## src/rtl/instr_stream_encoder.sv

```systemverilog
// Packs symbolic instruction requests into RV32I words and writes them to
// consecutive instruction-memory addresses, one word per two cycles.
module instr_stream_encoder #(
    parameter int unsigned ADDR_W    = 10,
    parameter int unsigned BASE_ADDR = 0,
    parameter int unsigned DEPTH     = 256
) (
    input  logic                     clk,
    input  logic                     reset,
    input  logic                     clear,
    input  logic                     req_valid,
    output logic                     req_ready,
    input  logic [2:0]               req_class,
    input  logic [2:0]               req_funct3,
    input  logic                     req_funct7b5,
    input  logic [4:0]               req_rd,
    input  logic [4:0]               req_rs1,
    input  logic [4:0]               req_rs2,
    input  logic [31:0]              req_imm,
    output logic                     mem_we,
    output logic [ADDR_W-1:0]        mem_addr,
    output logic [31:0]              mem_wdata,
    output logic                     err,
    output logic [1:0]               err_code,
    output logic                     full,
    output logic [$clog2(DEPTH):0]   count
);

    localparam int unsigned CNT_W = $clog2(DEPTH) + 1;

    localparam logic [6:0] OP_R    = 7'b0110011;
    localparam logic [6:0] OP_I    = 7'b0010011;
    localparam logic [6:0] OP_LW   = 7'b0000011;
    localparam logic [6:0] OP_SW   = 7'b0100011;
    localparam logic [6:0] OP_BR   = 7'b1100011;
    localparam logic [6:0] OP_JAL  = 7'b1101111;
    localparam logic [6:0] OP_JALR = 7'b1100111;
    localparam logic [6:0] OP_LUI  = 7'b0110111;

    typedef enum logic [1:0] {
        IDLE,
        WRITE,
        FULL
    } state_t;

    state_t              state_q, state_d;
    logic [ADDR_W-1:0]   addr_q, addr_d;
    logic [CNT_W-1:0]    count_q, count_d;
    logic [31:0]         wdata_q, wdata_d;
    logic                we_q, we_d;
    logic                err_q, err_d;
    logic [1:0]          code_q, code_d;
    logic                full_q, full_d;
    logic                clr_pend_q, clr_pend_d;

    logic [31:0]         enc_word;
    logic [1:0]          chk_code;
    logic signed [31:0]  imm_s;
    logic                clr_eff;
    logic                imm12_bad;

    assign imm_s     = req_imm;
    assign imm12_bad = (imm_s < -32'sd2048) || (imm_s > 32'sd2047);

    // A clear seen during WRITE is remembered and applied once the write retires.
    assign clr_eff   = clear || clr_pend_q;

    assign req_ready = (state_q == IDLE) && !clr_eff && !reset;
    assign mem_we    = we_q;
    assign mem_addr  = addr_q;
    assign mem_wdata = wdata_q;
    assign err       = err_q;
    assign err_code  = code_q;
    assign full      = full_q;
    assign count     = count_q;

    // Field packing and immediate legality per instruction class.
    always_comb begin
        enc_word = '0;
        chk_code = 2'd0;
        unique case (req_class)
            3'd0: enc_word = {1'b0, req_funct7b5, 5'b00000, req_rs2, req_rs1,
                              req_funct3, req_rd, OP_R};
            3'd1: begin
                enc_word = {req_imm[11:0], req_rs1, req_funct3, req_rd, OP_I};
                if (imm12_bad) chk_code = 2'd1;
            end
            3'd2: begin
                enc_word = {req_imm[11:0], req_rs1, 3'b010, req_rd, OP_LW};
                if (imm12_bad) chk_code = 2'd1;
            end
            3'd3: begin
                enc_word = {req_imm[11:5], req_rs2, req_rs1, 3'b010,
                            req_imm[4:0], OP_SW};
                if (imm12_bad) chk_code = 2'd1;
            end
            3'd4: begin
                enc_word = {req_imm[12], req_imm[10:5], req_rs2, req_rs1, req_funct3,
                            req_imm[4:1], req_imm[11], OP_BR};
                if ((imm_s < -32'sd4096) || (imm_s > 32'sd4094)) chk_code = 2'd1;
                else if (req_imm[0])                              chk_code = 2'd2;
            end
            3'd5: begin
                enc_word = {req_imm[20], req_imm[10:1], req_imm[11], req_imm[19:12],
                            req_rd, OP_JAL};
                if ((imm_s < -32'sd1048576) || (imm_s > 32'sd1048574)) chk_code = 2'd1;
                else if (req_imm[0])                                    chk_code = 2'd2;
            end
            3'd6: begin
                enc_word = {req_imm[11:0], req_rs1, 3'b000, req_rd, OP_JALR};
                if (imm12_bad) chk_code = 2'd1;
            end
            default: begin
                enc_word = {req_imm[31:12], req_rd, OP_LUI};
                if (req_imm[11:0] != 12'd0) chk_code = 2'd3;
            end
        endcase
    end

    // Next-state and register next values.
    always_comb begin
        state_d    = state_q;
        addr_d     = addr_q;
        count_d    = count_q;
        wdata_d    = wdata_q;
        we_d       = 1'b0;
        err_d      = 1'b0;
        code_d     = 2'd0;
        full_d     = full_q;
        clr_pend_d = clr_pend_q;
        unique case (state_q)
            IDLE: begin
                if (clr_eff) begin
                    addr_d     = ADDR_W'(BASE_ADDR);
                    count_d    = '0;
                    full_d     = 1'b0;
                    clr_pend_d = 1'b0;
                end else if (req_valid) begin
                    if (chk_code != 2'd0) begin
                        err_d  = 1'b1;
                        code_d = chk_code;
                    end else begin
                        wdata_d = enc_word;
                        we_d    = 1'b1;
                        state_d = WRITE;
                    end
                end
            end
            WRITE: begin
                addr_d  = addr_q + ADDR_W'(4);
                count_d = count_q + CNT_W'(1);
                if (clear) clr_pend_d = 1'b1;
                if (count_q + CNT_W'(1) == CNT_W'(DEPTH)) begin
                    state_d = FULL;
                    full_d  = 1'b1;
                end else begin
                    state_d = IDLE;
                end
            end
            default: begin
                if (clr_eff) begin
                    addr_d     = ADDR_W'(BASE_ADDR);
                    count_d    = '0;
                    full_d     = 1'b0;
                    clr_pend_d = 1'b0;
                    state_d    = IDLE;
                end
            end
        endcase
    end

    always_ff @(posedge clk) begin
        if (reset) begin
            state_q    <= IDLE;
            addr_q     <= ADDR_W'(BASE_ADDR);
            count_q    <= '0;
            wdata_q    <= '0;
            we_q       <= 1'b0;
            err_q      <= 1'b0;
            code_q     <= 2'd0;
            full_q     <= 1'b0;
            clr_pend_q <= 1'b0;
        end else begin
            state_q    <= state_d;
            addr_q     <= addr_d;
            count_q    <= count_d;
            wdata_q    <= wdata_d;
            we_q       <= we_d;
            err_q      <= err_d;
            code_q     <= code_d;
            full_q     <= full_d;
            clr_pend_q <= clr_pend_d;
        end
    end

endmodule

```

## config.mk

```make
export PLATFORM = sky130hd
export DESIGN_NAME = instr_stream_encoder
export DESIGN_NICKNAME = d
export VERILOG_FILES = /design/src/rtl/instr_stream_encoder.sv
export SDC_FILE = /design/constraint.sdc
export NUM_CORES = 1
export LEC_CHECK = 0
export BUFFER_PORTS_ARGS = -buffer_cell sky130_fd_sc_hd__buf_2
export CORE_AREA = 2 2 89 91
export DETAILED_ROUTE_END_ITERATION = 7
export DIE_AREA = 0 0 91 93
export GPL_TIMING_DRIVEN = 0
export PLACE_DENSITY = 0.74
export SYNTH_ARGS = -nofsm -noshare
export SYNTH_HDL_FRONTEND = slang
export SYNTH_SLANG_ARGS = --single-unit
```

## constraint.sdc

```tcl
create_clock -name clk -period 1.7 [get_ports clk]
set_input_delay 0 -clock clk [delete_from_list [all_inputs] [get_ports clk]]
set_output_delay 0 -clock clk [all_outputs]
set_load 0.03 [all_outputs]
```

==> out/results.ini <==
[floorplanning]
die_w_um=91
pin_count=115
coreArea_mm2=0.007527
start_util=0.4332
die_area_mm2=0.008463
die_h_um=93
num_rows=32

[final_layout]
area_delta_synth_final_pct=30.70
mostFrequentLayoutCell=buf_2
final_nets=597
final_core_util=0.5662
n_antenna_cell=0
final_cell_mix=buf_2, dfxtp_1, nand2_1, nor2_1, a21oi_1
drive_above_1_share=0.3476
fill_cells=744

[clocking]
numClockSinks=56
cts-root-buf=clkbuf_8
path_clk_slew_ps=110
clk_latency_ps=320
htreeDepth=2
cts_made_buffers=5
clk_path_buf_depth=2
cts_tree=yes

[sta]
worst_clock_skew_ps=9.351
finalCriticalPeriod_ps=1837
worst_slack_ps=-137.2
report.final.slew_viol_count=0
finalHoldViolCount=0
worstMarginPinSlew_ps=523.5
setup_viol=27
grt_setup_unrepaired=yes
max_freq_mhz=544.3
maxSlewHeadroom=0.6473
hold_ws_ps=86.29
finalCritPeriodShare=1.081

[yosys]
synthArstFlopShare=0
seq_area_frac_synth=0.3438
synth_area_leaders=dfxtp_1, mux2_4, mux2i_1
synth_top_area_frac=0.3438
synthFlopType=dfxtp_1
synth_cells=406
ys_ff_latch=56
synth_edf_count=0
syn_area_per_cell_um2=8.031
synth_cell_types=49
ys_warn_count=0
netlist.top_cell.by_area=dfxtp_1
syn_area_mm2=0.003261

[placement]
port_buffers=109
detailed_place_hpwl_um=7211
dpl_worst_slack_ps=-358.4
gp_congestion=0.9462

[global_routing]
globalRouteOverflowTotal=0
grt_pass1_vias=3282
grt_pass1_wl_um=15290
antenna_found_initial=0
grt_use_total=0.2202
grtUsageMet2=0.3815
grt_max_degree=20
busiest_layer=met2
met3_usage=0.03062
met1_usage=0.2757

[run_status]
violations=setup timing
status=finished, violations left

[pwr]
p_leak_nw=1.984
powerDensity_mw_per_mm2=636.1
max-vdd-ir-drop_mv=0.3160

[drt]
remaining_drc_errors=0
wl_per_cell_um=14.94
vias=3528
drtPass1Iterations=5
postRouteWirelength_um=9560
drtIter0Drc=212
avgViaCountPerCell=5.513
ant_nets=0

[critical_path]
crit_arrival_ps=2050
r2r_setup_slack_ps=-140
crit_type=reg2reg
start_kind=register
r2r-start=state_q[0]
critPathCaptureType=register
reg2regPathDepth=6
crit_required_ps=1910
regToRegEndpoint=mem_wdata[19]
worst-path-max-fanout=10

[worst_hold_path]
hold_depth=4
worstHoldStart=req_rd[3]
min_to=mem_wdata[10]
hold_class=in2reg

[job]
max_cap_viol_count=0

## sequential cells by signal, summed over array words and instances, names as in the netlist
register	cells
clr_pend_q	1
count	9
err	1
err_code	2
full	1
mem_addr	8
mem_wdata	31
mem_we	1
state_q	2
## report_power, final
group          internal, W  total [W]  switching (W)  leakage (nW)
Sequential         0.00134    0.00135      0.0000151         0.456
Combinational     0.000223   0.000569       0.000346          1.48
Clock             0.000304   0.000788       0.000484        0.0463
## how the worst max path moves through the flow
stage | start | endpoint | slack (ps) | cells after the start
after detailed placement | req_imm[23] | mem_wdata[18] | -360 | 8
after global placement | req_imm[23] | mem_wdata[31] | -290 | 8
after CTS | state_q[0] | mem_wdata[18] | -140 | 6
after floorplan | state_q[0] | mem_wdata[15] | 2 | 6
after global routing | state_q[0] | mem_wdata[19] | -230 | 6
final | state_q[0] | mem_wdata[19] | -140 | 6
## per-layer routing
metal	vias up	part of all wire
met5	-	0
met2	157	0.49
met4	0	0.026
met1	1638	0.42
li1	1710	-
met3	23	0.061
## worst max-delay path, stage by stage, from the launching register on
cell and delay (ps):
dfxtp_2 360, nor4_4 310, nand2_1 130, a221oi_2 260
nand3_2 170, buf_6 200, mux2_4 300
## kinds of logic after synthesis
group | share of synthesized area
AOI/OAI and AO/OA | 0.1439
adders and majority gates | 0.007673
other | 0.001150
buffers and inverters | 0.04489
and+or+nand+nor | 0.3043
xor gates and xnor gates | 0.008060
muxes | 0.1462
DFF | 0.3438
## synth_stat cells (2+ instances only)
library cell and instances:
nand2_1 50, inv_1 4, ha_1 2, a221oi_1 6
o32ai_1 2, o221ai_1 2, or3_1 2, nand4_1 10
o21ai_0 12, or2_2 3, o21a_1 3, a22oi_1 3
or4_1 7, a31oi_1 3, dfxtp_1 56, nor3b_1 2
nor2_1 51, nand3b_1 4, clkbuf_1 16, nor4_1 10
buf_4 3, buf_1 2, a21oi_1 35, and3_1 4
nor2b_1 21, mux2i_1 21, nor3_1 14, buf_6 2
mux2_4 17, xor2_1 3, and2_1 3, buf_2 3
nand3_1 14
## timing repair
action | in CTS | in global routing
gates resized for setup | 7 | 16
endpoints found under the setup margin | 41 | 44
hold buffers | 1 | 0
buffers inserted | 7 | 6
hold endpoints to repair | 2 | 0
pin swaps | 4 | 10
## stage by stage
step / std cells / total power (W) / setup TNS (ps) / cell area, um^2
final: 640 / 0.002711 / -2709 / 4262
after global routing: 640 / 0.002831 / -5510 / 4262
after CTS: 634 / 0.002720 / -2892 / 4169
after detailed placement: 618 / 0.001931 / -9655 / 3986
after global placement: 618 / 0.001922 / -7205 / 3986
after floorplan: 407 / 0.001734 / 0 / 3313
## layout make-up
class                   instances  area [um^2]  share of cell area
well taps                     102        127.6             0.02995
multi-input cells             320         2082              0.4886
plain buffers                  26        145.1             0.03406
repair buffers                123        656.9              0.1541
clock inverters                 3        27.53            0.006459
inverters                       5        18.77            0.004404
clock buffers                   5        68.82             0.01615
flip-flops and latches         56         1135              0.2663
(Power assumes the default switching activity.)
